[config.mk]
export PLATFORM = sky130hd
export DESIGN_NAME = plic_claim_engine
export DESIGN_NICKNAME = d
export VERILOG_FILES = /design/src/rtl/plic_claim_engine_pkg.sv /design/src/rtl/plic_claim_engine_bus_master_port.sv /design/src/rtl/plic_claim_engine.sv
export SDC_FILE = /design/constraint.sdc
export NUM_CORES = 1
export LEC_CHECK = 0
export CAP_MARGIN = 20
export CORE_UTILIZATION = 37
export CTS_CLUSTER_DIAMETER = 150
export DETAILED_ROUTE_END_ITERATION = 10
export HOLD_SLACK_MARGIN = 0.15
export PLACE_DENSITY = 0.81
export SETUP_SLACK_MARGIN = 0.05
export SYNTH_ARGS = -nofsm -noshare
export SYNTH_HDL_FRONTEND = slang
export SYNTH_SLANG_ARGS = --single-unit
[constraint.sdc]
create_clock -name i_clk -period 4.1 [get_ports i_clk]
set_input_delay 0.82 -clock i_clk [delete_from_list [all_inputs] [get_ports i_clk]]
set_output_delay 0.82 -clock i_clk [all_outputs]
set_load 0.01 [all_outputs]
[src/rtl/plic_claim_engine_pkg.sv]
// Shared types and constants for the PLIC claim/complete engine.
// Holds FSM encoding, claim register addresses and bus write enables.
package plic_claim_engine_pkg;

  typedef enum logic [2:0] {
    ST_IDLE        = 3'd0,
    ST_CLAIM_RD    = 3'd1,
    ST_DISPATCH    = 3'd2,
    ST_SERVICE     = 3'd3,
    ST_COMPLETE_WR = 3'd4,
    ST_SETTLE      = 3'd5
  } state_t;

  localparam logic [23:0] CLAIM_M_ADDR = 24'h200004;
  localparam logic [23:0] CLAIM_S_ADDR = 24'h201004;

  localparam logic [3:0] WE_BYTE0 = 4'b0001;
  localparam logic [3:0] WE_NONE  = 4'b0000;

  localparam int ID_W = 5;

  // Complete write carries the source ID in the low byte.
  function automatic logic [31:0] complete_word(
    input logic [ID_W-1:0] id
  );
    return {{(32-ID_W){1'b0}}, id};
  endfunction

endpackage

[src/rtl/plic_claim_engine_bus_master_port.sv]
// Single-outstanding bus initiator toward the PLIC claim register.
// Ports: start/write/wdata from FSM; addr/we/dat_w/stb/ack/dat_r bus;
// done/timeout/rdata back to FSM.
module plic_claim_engine_bus_master_port
  import plic_claim_engine_pkg::*;
#(
  parameter logic [23:0] ADDR        = CLAIM_M_ADDR,
  parameter int          ACK_TIMEOUT = 16
) (
  input  logic            clk,
  input  logic            rst,
  input  logic            start,
  input  logic            write,
  input  logic [31:0]     wdata,
  input  logic            ack,
  input  logic [31:0]     dat_r,
  output logic [23:0]     addr,
  output logic [3:0]      we,
  output logic [31:0]     dat_w,
  output logic            stb,
  output logic            done,
  output logic            timeout,
  output logic [ID_W-1:0] rdata
);

  localparam int TW =
    (ACK_TIMEOUT > 1) ? $clog2(ACK_TIMEOUT) : 1;

  logic          stb_q;
  logic [3:0]    we_q;
  logic [31:0]   dat_q;
  logic [TW-1:0] cnt;
  logic          unused_hi;

  assign done    = stb_q & ack;
  // Fires in the last allowed wait cycle, so stb is high
  // for exactly ACK_TIMEOUT cycles when no ack arrives.
  assign timeout = stb_q & ~ack
                 & (cnt == TW'(ACK_TIMEOUT - 1));

  always_ff @(posedge clk) begin
    if (rst) begin
      stb_q <= 1'b0;
      we_q  <= WE_NONE;
      dat_q <= '0;
      cnt   <= '0;
    end else if (start) begin
      stb_q <= 1'b1;
      we_q  <= write ? WE_BYTE0 : WE_NONE;
      dat_q <= write ? wdata : '0;
      cnt   <= '0;
    end else if (done | timeout) begin
      stb_q <= 1'b0;
      we_q  <= WE_NONE;
      dat_q <= '0;
      cnt   <= '0;
    end else if (stb_q) begin
      cnt <= cnt + TW'(1);
    end
  end

  assign stb   = stb_q;
  assign addr  = stb_q ? ADDR : '0;
  assign we    = we_q;
  assign dat_w = dat_q;
  assign rdata = dat_r[ID_W-1:0];

  assign unused_hi = ^dat_r[31:ID_W];

endmodule

[src/rtl/plic_claim_engine.sv]
// Hardware claim/complete dispatcher for one PLIC context.
// Ports: i_clk/i_rst, i_en/i_ext_int, bus (o_addr..i_ack),
// core handshake (o_irq_*, i_irq_*), status (o_busy/o_err/o_count).
module plic_claim_engine
  import plic_claim_engine_pkg::*;
#(
  parameter logic [23:0] CLAIM_ADDR  = CLAIM_M_ADDR,
  parameter int          ACK_TIMEOUT = 16,
  parameter int          CNT_W       = 16
) (
  input  logic             i_clk,
  input  logic             i_rst,
  input  logic             i_en,
  input  logic             i_ext_int,
  output logic [23:0]      o_addr,
  output logic [3:0]       o_we,
  output logic [31:0]      o_dat_w,
  input  logic [31:0]      i_dat_r,
  output logic             o_stb,
  input  logic             i_ack,
  output logic             o_irq_valid,
  output logic [4:0]       o_irq_id,
  input  logic             i_irq_ready,
  input  logic             i_irq_done,
  output logic             o_busy,
  output logic             o_err,
  input  logic             i_err_clr,
  output logic [CNT_W-1:0] o_count
);

  state_t state;
  state_t state_nxt;

  logic [ID_W-1:0]  id_q;
  logic [CNT_W-1:0] cnt_q;
  logic             err_q;

  logic            bus_start;
  logic            bus_write;
  logic            bus_done;
  logic            bus_timeout;
  logic [ID_W-1:0] bus_rdata;

  logic ld_id;
  logic inc_cnt;
  logic irq_valid;
  logic busy;

  plic_claim_engine_bus_master_port #(
    .ADDR        (CLAIM_ADDR),
    .ACK_TIMEOUT (ACK_TIMEOUT)
  ) u_bus (
    .clk     (i_clk),
    .rst     (i_rst),
    .start   (bus_start),
    .write   (bus_write),
    .wdata   (complete_word(id_q)),
    .ack     (i_ack),
    .dat_r   (i_dat_r),
    .addr    (o_addr),
    .we      (o_we),
    .dat_w   (o_dat_w),
    .stb     (o_stb),
    .done    (bus_done),
    .timeout (bus_timeout),
    .rdata   (bus_rdata)
  );

  always_ff @(posedge i_clk) begin
    if (i_rst) state <= ST_IDLE;
    else       state <= state_nxt;
  end

  always_comb begin
    state_nxt = state;
    unique case (state)
      ST_IDLE: begin
        if (i_en & i_ext_int) state_nxt = ST_CLAIM_RD;
      end
      ST_CLAIM_RD: begin
        if (bus_timeout) begin
          state_nxt = ST_IDLE;
        end else if (bus_done) begin
          // A zero ID is a spurious claim: nothing to dispatch.
          state_nxt = (bus_rdata == '0) ? ST_SETTLE
                                        : ST_DISPATCH;
        end
      end
      ST_DISPATCH: begin
        if (i_irq_ready) state_nxt = ST_SERVICE;
      end
      ST_SERVICE: begin
        if (i_irq_done) state_nxt = ST_COMPLETE_WR;
      end
      ST_COMPLETE_WR: begin
        if (bus_timeout)   state_nxt = ST_IDLE;
        else if (bus_done) state_nxt = ST_SETTLE;
      end
      ST_SETTLE: state_nxt = ST_IDLE;
      default:   state_nxt = ST_IDLE;
    endcase
  end

  always_comb begin
    bus_start = 1'b0;
    bus_write = 1'b0;
    ld_id     = 1'b0;
    inc_cnt   = 1'b0;
    irq_valid = 1'b0;
    busy      = (state != ST_IDLE);
    unique case (1'b1)
      (state == ST_IDLE): begin
        bus_start = i_en & i_ext_int;
      end
      (state == ST_CLAIM_RD): begin
        ld_id = bus_done;
      end
      (state == ST_DISPATCH): begin
        irq_valid = 1'b1;
      end
      (state == ST_SERVICE): begin
        bus_start = i_irq_done;
        bus_write = i_irq_done;
      end
      (state == ST_COMPLETE_WR): begin
        inc_cnt = bus_done;
      end
      default: begin
      end
    endcase
  end

  always_ff @(posedge i_clk) begin
    if (i_rst) begin
      id_q  <= '0;
      cnt_q <= '0;
      err_q <= 1'b0;
    end else begin
      if (ld_id)   id_q  <= bus_rdata;
      if (inc_cnt) cnt_q <= cnt_q + CNT_W'(1);
      // Timeout takes priority over a simultaneous clear.
      if (bus_timeout)    err_q <= 1'b1;
      else if (i_err_clr) err_q <= 1'b0;
    end
  end

  assign o_irq_valid = irq_valid;
  assign o_irq_id    = id_q;
  assign o_busy      = busy;
  assign o_err       = err_q;
  assign o_count     = cnt_q;

endmodule

==> metrics.yaml <==
vias: 1721
period_needed_ns: 2.56
crit_arrival_ns: 1.74
crit_required_ns: 3.28
wl_per_cell_um: 11.5
synth_area_per_cell_um2: 8.92
yosysWarnings: 0
tightest_slew_ns: 0.702
grt_pass1_wl_um: 6890
clock_latency_ns: 0.29
drv_cap: 0
dp.cells: 348
detail-route-antenna-nets: 0
netlist_instances: 242
clock-root-buffer: "clkbuf_8"
wl_met1_um: 1770
dieHeight_um: 78.4
gp_congestion: 0.728
fin_setup_tns_ns: 0
min_path_type: "flip-flop to flip-flop"
holdPathStages: 1
multi_input_area_mm2: 0.00114
io_pins: 125
syn_area_mm2: 0.00216
io_buffers: 45
slew_headroom_pct: 52.8
min_period_over_period_pct: 62.4
status: "finished, final reports clean"
overflow: 0
skew_ns: 0.00751
setup_viol: 0
ctsResizeCount: 0
yosysSeqAreaShare_pct: 33.4
cts_tree: "done"
endpoint_kind: "primary output"
first_global_vias: 1583
reg2reg_depth: 4
async_reset_ff_share_pct: 0
rows: 27
synth-seq-cells: 36
layoutNonFillerInstCount: 356
antenna_cells: 0
hpwl_um: 3030
worst_slack_ns: 1.54
cts_buffer_depth: 2
cts_sinks: 36
dr.pass1.iters: 4
slew_viol_final: 0
clkTransAtPathRegs_ns: 0.08
ir_drop_uv: 242
layout-drive-gt1-share_pct: 6.34
routed_via_density: 4.83
fp.dieArea_mm2: 0.00615
post_cts_buffers: 0
cp-start-kind: "flip-flop"
dpl_cell_area_mm2: 0.00242
pre_cts_slack_ns: 1.45
drt-initial-drc-count: 58
fmax_ghz: 0.391
htreeDepth: 2
finalInstanceArea_mm2: 0.00253
initial_core_util_pct: 38.7
cellLeakagePower_nw: 0.932
fin_nets: 325
area_delta_synth_final_pct: 17.3
core_mm2: 0.00557
drc_errors: 0
synth_edf_count: 0
antenna_found_initial: 0
crit_type: "flip-flop to primary output"
grt_max_degree: 22
top_layer_used: "met4"
track_usage_pct: 13.9
cp_max_fo: 16
drt-total-wl_um: 4100
wl_met2_um: 2050
wl_met3_um: 237
power_density_mw_per_mm2: 350
fillers: 572
finalHoldViolCount: 0
synthDistinctLibCells: 44
cts_hold_repair.buffers: 0
ff_latch_area_um2: 721
rsz0062_at_grt: "false"
dieWidth_um: 78.4
ys.flop_type: "dfxtp_1"
numCtsBuffers: 5
worst paths after layout:
check             slack [ns]     endpoint        start
setup reg to reg        2.13  o_count[15]     state[2]
hold / removal          0.46  u_bus.we[0]  u_bus.we[0]
setup / recovery        1.54       o_busy     state[1]
hold reg to reg         0.46  u_bus.we[0]  u_bus.we[0]
metrics by stage:
| step | utilization, % | hold WS, ns | power (W) |
|---|---|---|---|
| final | 45.4 | 0.456 | 0.000888 |
| after CTS | 45.4 | 0.459 | 0.000894 |
| after detailed placement | 43.4 | 0.443 | 0.000582 |
| after global routing | 45.4 | 0.497 | 0.000930 |
| after floorplan | - | 0.488 | 0.000565 |
| after global placement | 43.4 | 0.433 | 0.000578 |
kinds of logic (layout without fill, tap and decap cells):
family	after synthesis	in the layout	synth area share, %
AOI/OAI and AO/OA	48	48	14.9
xor gates and xnor gates	9	9	3.65
adders and majority gates	2	2	1.16
buffers and inverters	65	56	22.5
DFF	36	36	33.4
muxes	7	7	3.24
other	1	52	0.174
and+or+nand+nor	74	74	21.0
cell usage in the layout, fill, tap and decap left out, types with 2 or more instances in the layout:
cell type / synthesis / final
ha_1: 2 / 2
a2111oi_0: 2 / 2
or3_2: 2 / 2
a211oi_1: 3 / 3
o211ai_1: 2 / 2
and4_1: 2 / 2
conb_1: 1 / 52
xnor2_1: 2 / 2
and2_1: 2 / 2
mux2i_1: 7 / 7
clkdlybuf4s50_1: 0 / 45
nor2_1: 19 / 19
and3_1: 3 / 3
clkbuf_8: 2 / 5
nor2b_1: 2 / 2
and2_2: 3 / 3
inv_1: 2 / 2
a22o_1: 5 / 5
nand4_1: 6 / 6
nand3_1: 4 / 4
o31ai_1: 9 / 9
o21ai_0: 3 / 3
nor3_1: 3 / 3
or4_1: 9 / 9
nand3_4: 2 / 2
xor2_1: 7 / 7
o21bai_1: 2 / 2
nand2_1: 9 / 9
dfxtp_1: 36 / 36
nand2b_1: 4 / 4
a21oi_1: 16 / 16
where the power goes:
part | leakage (nW) | internal [W] | switching, W
combinational | 0.587 | 0.0000825 | 0.0000976
clock | 0.0541 | 0.000180 | 0.000132
sequential | 0.290 | 0.000361 | 0.0000339
cell usage after synthesis (all sizes together), types with 2 or more instances:
library cell / n / share of area, %
buf: 59 / 21
dfxtp: 36 / 33
nor2: 19 / 3.3
a21oi: 16 / 3.7
nand2: 9 / 1.6
o31ai: 9 / 3.1
or4: 9 / 3.1
mux2i: 7 / 3.2
xor2: 7 / 2.8
nand3: 6 / 2.5
nand4: 6 / 1.7
a22o: 5 / 2.0
and2: 5 / 1.6
clkbuf: 4 / 1.6
nand2b: 4 / 1.2
a211oi: 3 / 1.0
and3: 3 / 0.87
nor3: 3 / 0.70
o21ai: 3 / 0.70
or3: 3 / 0.98
a2111oi: 2 / 0.81
and4: 2 / 0.81
ha: 2 / 1.2
inv: 2 / 0.35
nor2b: 2 / 0.58
nor3b: 2 / 1.4
o211ai: 2 / 0.70
o21bai: 2 / 0.70
xnor2: 2 / 0.81
critical path, cell delays in order, from the launching register on:
cell and delay [ns]:
dfxtp_1 0.48, or3_2 0.48, clkdlybuf4s50_1 0.49
sequential cells by signal (all words and copies together) (netlist names):
| name | cells |
|---|---|
| o_count | 16 |
| o_irq_id | 5 |
| u_bus.dat_w | 5 |
| u_bus.cnt | 4 |
| state | 3 |
| o_err | 1 |
| u_bus.stb | 1 |
| u_bus.we | 1 |
area by class of cell:
cell class                 instances  area share, %
clock buffer                       5           2.72
tap                               72           3.56
multi-input combinational        192           45.2
clock inverter                     3           1.68
inverter                           2          0.296
timing repair buffer              46           18.1
sequential                        36           28.5
layer usage:
| metal | up-vias | GRT usage (%) |
|---|---|---|
| met5 | - | 0 |
| li1 | 843 | - |
| met2 | 66 | 24.8 |
| met1 | 805 | 15.4 |
| met3 | 7 | 4.30 |
| met4 | 0 | 5.37 |
Note: power is estimated with default switching activity, not from simulation.
